File: config.mk
export PLATFORM = sky130hd
export DESIGN_NAME = tap_ctrl_flat
export DESIGN_NICKNAME = d
export VERILOG_FILES = /design/src/rtl/tap_ctrl_if.sv /design/src/rtl/tap_ctrl.sv /design/src/flat_wrapper.sv
export SDC_FILE = /design/constraint.sdc
export NUM_CORES = 1
export LEC_CHECK = 0
export CAP_MARGIN = 20
export CORE_UTILIZATION = 40
export DETAILED_ROUTE_END_ITERATION = 7
export PLACE_DENSITY = 0.65
export SLEW_MARGIN = 40
export SYNTH_ARGS = -nofsm -noshare
export SYNTH_HDL_FRONTEND = slang
export SYNTH_SLANG_ARGS = --single-unit
File: constraint.sdc
create_clock -name TCK -period 3.72 [get_ports TCK]
set_input_delay 0.558 -clock TCK [delete_from_list [all_inputs] [get_ports TCK]]
set_output_delay 0.558 -clock TCK [all_outputs]
set_load 0.1 [all_outputs]
File: src/rtl/tap_ctrl_if.sv
// TAP controller signal bundle: JTAG pins, BSR serial return, FSM strobes and decode.
// master drives TMS/TDI/bsr_tdo and observes the rest; slave is the controller.
interface tap_ctrl_if #(
    parameter int IR_WIDTH = 4
);
    logic                TMS;
    logic                TDI;
    logic                bsr_tdo;
    logic                TDO;
    logic                tdo_en;
    logic [3:0]          tap_state;
    logic                tlr_reset;
    logic                ir_capture;
    logic                ir_shift;
    logic                ir_update;
    logic                dr_capture;
    logic                dr_shift;
    logic                dr_update;
    logic                bsr_select;
    logic                mode;
    logic [IR_WIDTH-1:0] instr;

    modport master (
        output TMS, TDI, bsr_tdo,
        input  TDO, tdo_en, tap_state, tlr_reset,
        input  ir_capture, ir_shift, ir_update,
        input  dr_capture, dr_shift, dr_update,
        input  bsr_select, mode, instr
    );

    modport slave (
        input  TMS, TDI, bsr_tdo,
        output TDO, tdo_en, tap_state, tlr_reset,
        output ir_capture, ir_shift, ir_update,
        output dr_capture, dr_shift, dr_update,
        output bsr_select, mode, instr
    );
endinterface

File: src/rtl/tap_ctrl.sv
// IEEE 1149.1-style TAP controller: 16-state FSM, instruction register, BYPASS/IDCODE DRs, TDO mux.
// Ports: TCK clock, TRST sync active-high reset, bus (slave) carrying TMS/TDI/bsr_tdo in and TDO/strobes/decode out.
module tap_ctrl #(
    parameter int                  IR_WIDTH   = 4,
    parameter logic [31:0]         IDCODE_VAL = 32'h1234_5001,
    parameter logic [IR_WIDTH-1:0] OP_EXTEST  = 'h0,
    parameter logic [IR_WIDTH-1:0] OP_SAMPLE  = 'h1,
    parameter logic [IR_WIDTH-1:0] OP_IDCODE  = 'h2,
    parameter logic [IR_WIDTH-1:0] OP_BYPASS  = 'hF
) (
    input logic         TCK,
    input logic         TRST,
    tap_ctrl_if.slave   bus
);

    typedef enum logic [3:0] {
        TLR    = 4'd0,
        RTI    = 4'd1,
        SEL_DR = 4'd2,
        CAP_DR = 4'd3,
        SH_DR  = 4'd4,
        EX1_DR = 4'd5,
        PA_DR  = 4'd6,
        EX2_DR = 4'd7,
        UPD_DR = 4'd8,
        SEL_IR = 4'd9,
        CAP_IR = 4'd10,
        SH_IR  = 4'd11,
        EX1_IR = 4'd12,
        PA_IR  = 4'd13,
        EX2_IR = 4'd14,
        UPD_IR = 4'd15
    } state_t;

    state_t              state;
    logic [IR_WIDTH-1:0] ir_sr;
    logic [IR_WIDTH-1:0] instr;
    logic                bypass;
    logic [31:0]         idcode;

    logic is_extest;
    logic is_sample;
    logic id_sel;
    logic byp_sel;
    logic tdo;

    function automatic state_t next_state(input state_t s, input logic tms);
        state_t n;
        n = s;
        case (s)
            TLR:    n = tms ? TLR    : RTI;
            RTI:    n = tms ? SEL_DR : RTI;
            SEL_DR: n = tms ? SEL_IR : CAP_DR;
            CAP_DR: n = tms ? EX1_DR : SH_DR;
            SH_DR:  n = tms ? EX1_DR : SH_DR;
            EX1_DR: n = tms ? UPD_DR : PA_DR;
            PA_DR:  n = tms ? EX2_DR : PA_DR;
            EX2_DR: n = tms ? UPD_DR : SH_DR;
            UPD_DR: n = tms ? SEL_DR : RTI;
            SEL_IR: n = tms ? TLR    : CAP_IR;
            CAP_IR: n = tms ? EX1_IR : SH_IR;
            SH_IR:  n = tms ? EX1_IR : SH_IR;
            EX1_IR: n = tms ? UPD_IR : PA_IR;
            PA_IR:  n = tms ? EX2_IR : PA_IR;
            EX2_IR: n = tms ? UPD_IR : SH_IR;
            UPD_IR: n = tms ? SEL_DR : RTI;
            default: n = TLR;
        endcase
        return n;
    endfunction

    // Unknown opcodes fall through to BYPASS so exactly one DR is always selected.
    assign is_extest = (instr == OP_EXTEST);
    assign is_sample = (instr == OP_SAMPLE);
    assign id_sel    = (instr == OP_IDCODE);
    assign byp_sel   = (instr == OP_BYPASS) || !(is_extest || is_sample || id_sel);

    always_ff @(posedge TCK) begin
        if (TRST) begin
            state  <= TLR;
            instr  <= OP_IDCODE;
            ir_sr  <= '0;
            bypass <= 1'b0;
            idcode <= IDCODE_VAL;
        end else begin
            state <= next_state(state, bus.TMS);

            if (state == CAP_IR)
                ir_sr <= IR_WIDTH'(1);
            else if (state == SH_IR)
                ir_sr <= {bus.TDI, ir_sr[IR_WIDTH-1:1]};

            if (state == TLR)
                instr <= OP_IDCODE;
            else if (state == UPD_IR)
                instr <= ir_sr;

            if (state == CAP_DR) begin
                if (byp_sel) bypass <= 1'b0;
                if (id_sel)  idcode <= IDCODE_VAL;
            end else if (state == SH_DR) begin
                if (byp_sel) bypass <= bus.TDI;
                if (id_sel)  idcode <= {bus.TDI, idcode[31:1]};
            end
        end
    end

    always_comb begin
        tdo = 1'b0;
        if (state == SH_IR)
            tdo = ir_sr[0];
        else if (state == SH_DR) begin
            if (is_extest || is_sample)
                tdo = bus.bsr_tdo;
            else if (id_sel)
                tdo = idcode[0];
            else
                tdo = bypass;
        end
    end

    assign bus.TDO        = tdo;
    assign bus.tdo_en     = (state == SH_IR) || (state == SH_DR);
    assign bus.tap_state  = state;
    assign bus.tlr_reset  = (state == TLR);
    assign bus.ir_capture = (state == CAP_IR);
    assign bus.ir_shift   = (state == SH_IR);
    assign bus.ir_update  = (state == UPD_IR);
    assign bus.dr_capture = (state == CAP_DR);
    assign bus.dr_shift   = (state == SH_DR);
    assign bus.dr_update  = (state == UPD_DR);
    assign bus.bsr_select = is_extest || is_sample;
    assign bus.mode       = is_extest;
    assign bus.instr      = instr;

endmodule

File: src/flat_wrapper.sv
// flat-port wrapper written by rule: the top's interface ports become plain ports
module tap_ctrl_flat 
#(
    parameter int                  IR_WIDTH   = 4,
    parameter logic [31:0]         IDCODE_VAL = 32'h1234_5001,
    parameter logic [IR_WIDTH-1:0] OP_EXTEST  = 'h0,
    parameter logic [IR_WIDTH-1:0] OP_SAMPLE  = 'h1,
    parameter logic [IR_WIDTH-1:0] OP_IDCODE  = 'h2,
    parameter logic [IR_WIDTH-1:0] OP_BYPASS  = 'hF
)
  (TCK, TRST, bus_TMS, bus_TDI, bus_bsr_tdo, bus_TDO, bus_tdo_en, bus_tap_state, bus_tlr_reset, bus_ir_capture, bus_ir_shift, bus_ir_update, bus_dr_capture, bus_dr_shift, bus_dr_update, bus_bsr_select, bus_mode, bus_instr);
  tap_ctrl_if #(.IR_WIDTH(IR_WIDTH)) bus_i ();
  input logic TCK;
  input logic TRST;
  input wire logic [$bits(bus_i.TMS)-1:0] bus_TMS;
  input wire logic [$bits(bus_i.TDI)-1:0] bus_TDI;
  input wire logic [$bits(bus_i.bsr_tdo)-1:0] bus_bsr_tdo;
  output wire logic [$bits(bus_i.TDO)-1:0] bus_TDO;
  output wire logic [$bits(bus_i.tdo_en)-1:0] bus_tdo_en;
  output wire logic [$bits(bus_i.tap_state)-1:0] bus_tap_state;
  output wire logic [$bits(bus_i.tlr_reset)-1:0] bus_tlr_reset;
  output wire logic [$bits(bus_i.ir_capture)-1:0] bus_ir_capture;
  output wire logic [$bits(bus_i.ir_shift)-1:0] bus_ir_shift;
  output wire logic [$bits(bus_i.ir_update)-1:0] bus_ir_update;
  output wire logic [$bits(bus_i.dr_capture)-1:0] bus_dr_capture;
  output wire logic [$bits(bus_i.dr_shift)-1:0] bus_dr_shift;
  output wire logic [$bits(bus_i.dr_update)-1:0] bus_dr_update;
  output wire logic [$bits(bus_i.bsr_select)-1:0] bus_bsr_select;
  output wire logic [$bits(bus_i.mode)-1:0] bus_mode;
  output wire logic [$bits(bus_i.instr)-1:0] bus_instr;
  assign bus_i.TMS = bus_TMS;
  assign bus_i.TDI = bus_TDI;
  assign bus_i.bsr_tdo = bus_bsr_tdo;
  assign bus_TDO = bus_i.TDO;
  assign bus_tdo_en = bus_i.tdo_en;
  assign bus_tap_state = bus_i.tap_state;
  assign bus_tlr_reset = bus_i.tlr_reset;
  assign bus_ir_capture = bus_i.ir_capture;
  assign bus_ir_shift = bus_i.ir_shift;
  assign bus_ir_update = bus_i.ir_update;
  assign bus_dr_capture = bus_i.dr_capture;
  assign bus_dr_shift = bus_i.dr_shift;
  assign bus_dr_update = bus_i.dr_update;
  assign bus_bsr_select = bus_i.bsr_select;
  assign bus_mode = bus_i.mode;
  assign bus_instr = bus_i.instr;
  tap_ctrl #(.IR_WIDTH(IR_WIDTH), .IDCODE_VAL(IDCODE_VAL), .OP_EXTEST(OP_EXTEST), .OP_SAMPLE(OP_SAMPLE), .OP_IDCODE(OP_IDCODE), .OP_BYPASS(OP_BYPASS)) u_core (.TCK(TCK), .TRST(TRST), .bus(bus_i));
endmodule
==> impl_results.md <==
* Clk slew on worst S/H paths at 80 ps
* Reg area at 901 µm²
* CP startpoint: u_core.bus.tap_state[2]$_SDFF_PP0_
* Min-Delay Path Class: reg -> reg
* Boundary Pins at 24
* Crit path DAT at 2520 ps
* Setup TNS at 0 ps
* Peak Freq at 325 MHz
* GRT busiest layer: met2
* Root buf cell: clkbuf_8
* Final net count at 258
* DRT Pass-1 Iters at 4
* First-pass GRT wire length at 7620 µm
* Syn Inst Count at 242
* Final wirelength at 4260 µm
* Post-CTS Setup Inserts at 0
* H-tree level count at 2
* Crit end category: output pin
* Initial Utilization at 41.6%
* FILL cells at 532
* Max Fanout on Critical Path at 23
* Total Power at 0.926 mW
* CTS tree: done
* Final period util at 82.8%
* Combinational power share at 13.7%
* Deepest clock path buffer count at 2
* Post-Synthesis Net Count at 247
* Yosys reg bits at 45
* Total number of vias at 1729
* Part of the power in the clock network at 31.2%
* Sequential fraction of design power at 55.0%
* Worst Hold Slack at 459 ps
* NetSw at 0.261 mW
* Yosys warnings at 0
* Sw frac at 28.1%
* Sequential area share after synthesis at 42.4%
* Max-Cap Viols at 0
* Kind of critical path: reg -> out
* DP Wirelength at 2680 µm
* Power per cell area at 385 nW/µm²
* Placer Congestion at 0.724
* Largest net degree at the start of global routing at 40
* WL/cell at 13.1 µm
* Synth unique cells at 41
* Placed inst area at 2320 µm²
* Post-synth EDFFs at 0
* Primary FF master, synth: dfxtp_1
* # DRC at 0
* Detailed-route vias per instance at 5.34
* GR Util met1 at 22.1%
* Worst relative slew slack at 54.3%
* Die ar. at 5610 µm²
* Footprint of the multi-input gates at 1100 µm²
* Number of global-route vias before repair at 1665
* FF-to-FF Start: u_core.bus.tap_state[2]$_SDFF_PP0_
* Hold path start: u_core.idcode[26]$_SDFFE_PP0P_
* Gr usage total at 17.8%
* Status: complete, no violations
* Startpoint types: flop
* Worst slew pin tran at 684 ps
* DRT iter0 DRCs at 57
* Core Box Area at 5110 µm²
* Die Width at 74.9 µm
* Initial antenna violation count at 0
* Clock skew at 8.13 ps
* Design area at 2410 µm²
* Grt ovf at 0
* Dpl ws at 987 ps
* Worst vdd ir at 0.166 mV
* Required time worst endpoint at 3160 ps
* PnR worst setup slack at 639 ps
* Post-CTS Resized at 0
* ANT nets after route at 0
* Diode count at 0
* Internal power at 0.666 mW
* CTS Sinks at 45
* # hold bufs at CTS at 0
* Num CTS Buffers at 5
* Layout cells sized above 1 at 13.8%
* Leak at 0.876 nW
* Met3 Use GR at 4.02%
* Synthesized cell area at 2120 µm²
* Final Max Slew Viols at 0
* Num rows at 26
* Height of the die at 74.9 µm
* Buffers added on ports at 23
* Fin crit period at 3080 ps
* Mapped Avg Cell Area at 8.78 µm²
* Worst-Skew Late Latency at 290 ps
* Area delta synth->final at 13.3%
* RSZ-0062 raised after global routing: no
* Setup-failing EPs final at 0
* Fin. Hold Viols at 0
* Synth async-reset ratio at 0%
* Met2 Usage GRT at 30.1%
cells in the final DEF (no fill, tap or decap), types with 2 or more instances in the layout:
cell              n
nor2_1           18
nand3_1          12
and3_1            2
or4b_1            2
dfxtp_1          45
nor2b_1           2
buf_2             9
a211oi_1          2
clkbuf_8          5
nand2_1          12
nor4_2            2
buf_4            13
nand3b_1          3
nor3_1           10
a2111oi_0         2
o21bai_1         17
clkbuf_1          2
a31oi_1           2
a21oi_1           6
nor3b_1           2
nand2b_1         20
clkdlybuf4s50_1   4
nor4_1           17
inv_1             6
mux2i_1          19
power by group through the flow:
stage	Combinational, mW	Sequential (mW)	Clock [mW]
after global routing	0.138	0.513	0.327
after global placement	0.128	0.521	0
after detailed placement	0.128	0.521	0
after floorplan	0.0938	0.530	0
after CTS	0.128	0.510	0.303
final	0.127	0.510	0.289
worst max-delay path: stages (launching register included):
cell and delay (ps):
dfxtp_1 640, or4b_1 470, buf_4 220, a2111oi_0 440
a221o_1 260, buf_12 190
kinds of logic (layout without fill, tap and decap cells):
logic type | after synthesis | in the layout | synth area share [%]
AO/OA/AOI/OAI | 39 | 39 | 14.0
flip-flops | 45 | 45 | 42.4
XOR/XNOR | 1 | 1 | 0.412
buffers and inverters | 30 | 42 | 6.18
AND/OR/NAND/NOR | 108 | 108 | 28.1
multiplexers | 19 | 19 | 8.95
cell usage after synthesis (2+ instances only):
cell       count  area share [%]
a2111oi_0      2            0.82
a211oi_1       2            0.71
a21oi_1        6             1.4
a31oi_1        2            0.59
and3_1         2            0.59
buf_2          6             1.4
clkbuf_1      15             2.6
dfxtp_1       45              42
inv_1          6             1.1
mux2i_1       19             9.0
nand2_1       12             2.1
nand2b_1      20             5.9
nand3_1       12             2.8
nand3b_1       3             1.1
nor2_1        18             3.2
nor2b_1        2            0.59
nor3_1        10             2.4
nor3b_1        2            0.71
nor4_1        19             5.6
o21bai_1      17             6.0
or4b_1         2            0.94
path summary, 6_finish.rpt:
path	end	slack, ps	cells past startpoint
setup / recovery	bus_TDO	640	5
hold / removal	u_core.idcode[26]$_SDFFE_PP0P_	460	2
setup reg to reg	u_core.idcode[19]$_SDFFE_PP0P_	1190	5
hold reg to reg	u_core.idcode[26]$_SDFFE_PP0P_	460	2
stage by stage:
step | std cells | util [%]
after global placement | 316 | 46.3
after global routing | 324 | 47.1
after detailed placement | 316 | 45.5
after CTS | 324 | 47.1
final | 324 | 47.1
after floorplan | 242 | -
state kept, by name, summed over array words and instances, names as in the netlist:
register,cells
u_core.bus.instr,4
u_core.bus.tap_state,4
u_core.bypass,1
u_core.idcode,32
u_core.ir_sr,4
per-layer routing:
metal	up-vias	part of all wire, %
met5	-	0
li1	887	-
met2	25	45
met1	811	51
met3	6	3.0
met4	0	1.3
final cells by class:
class | instances | share of cell area, %
Multi-Input combinational cell | 167 | 45.9
Sequential cell | 45 | 37.4
Timing Repair Buffer | 27 | 8.42
Tap cell | 70 | 3.64
Clock buffer | 7 | 3.17
Inverter | 7 | 1.09
Clock inverter | 1 | 0.312
Power figures use the tool's default switching activity.
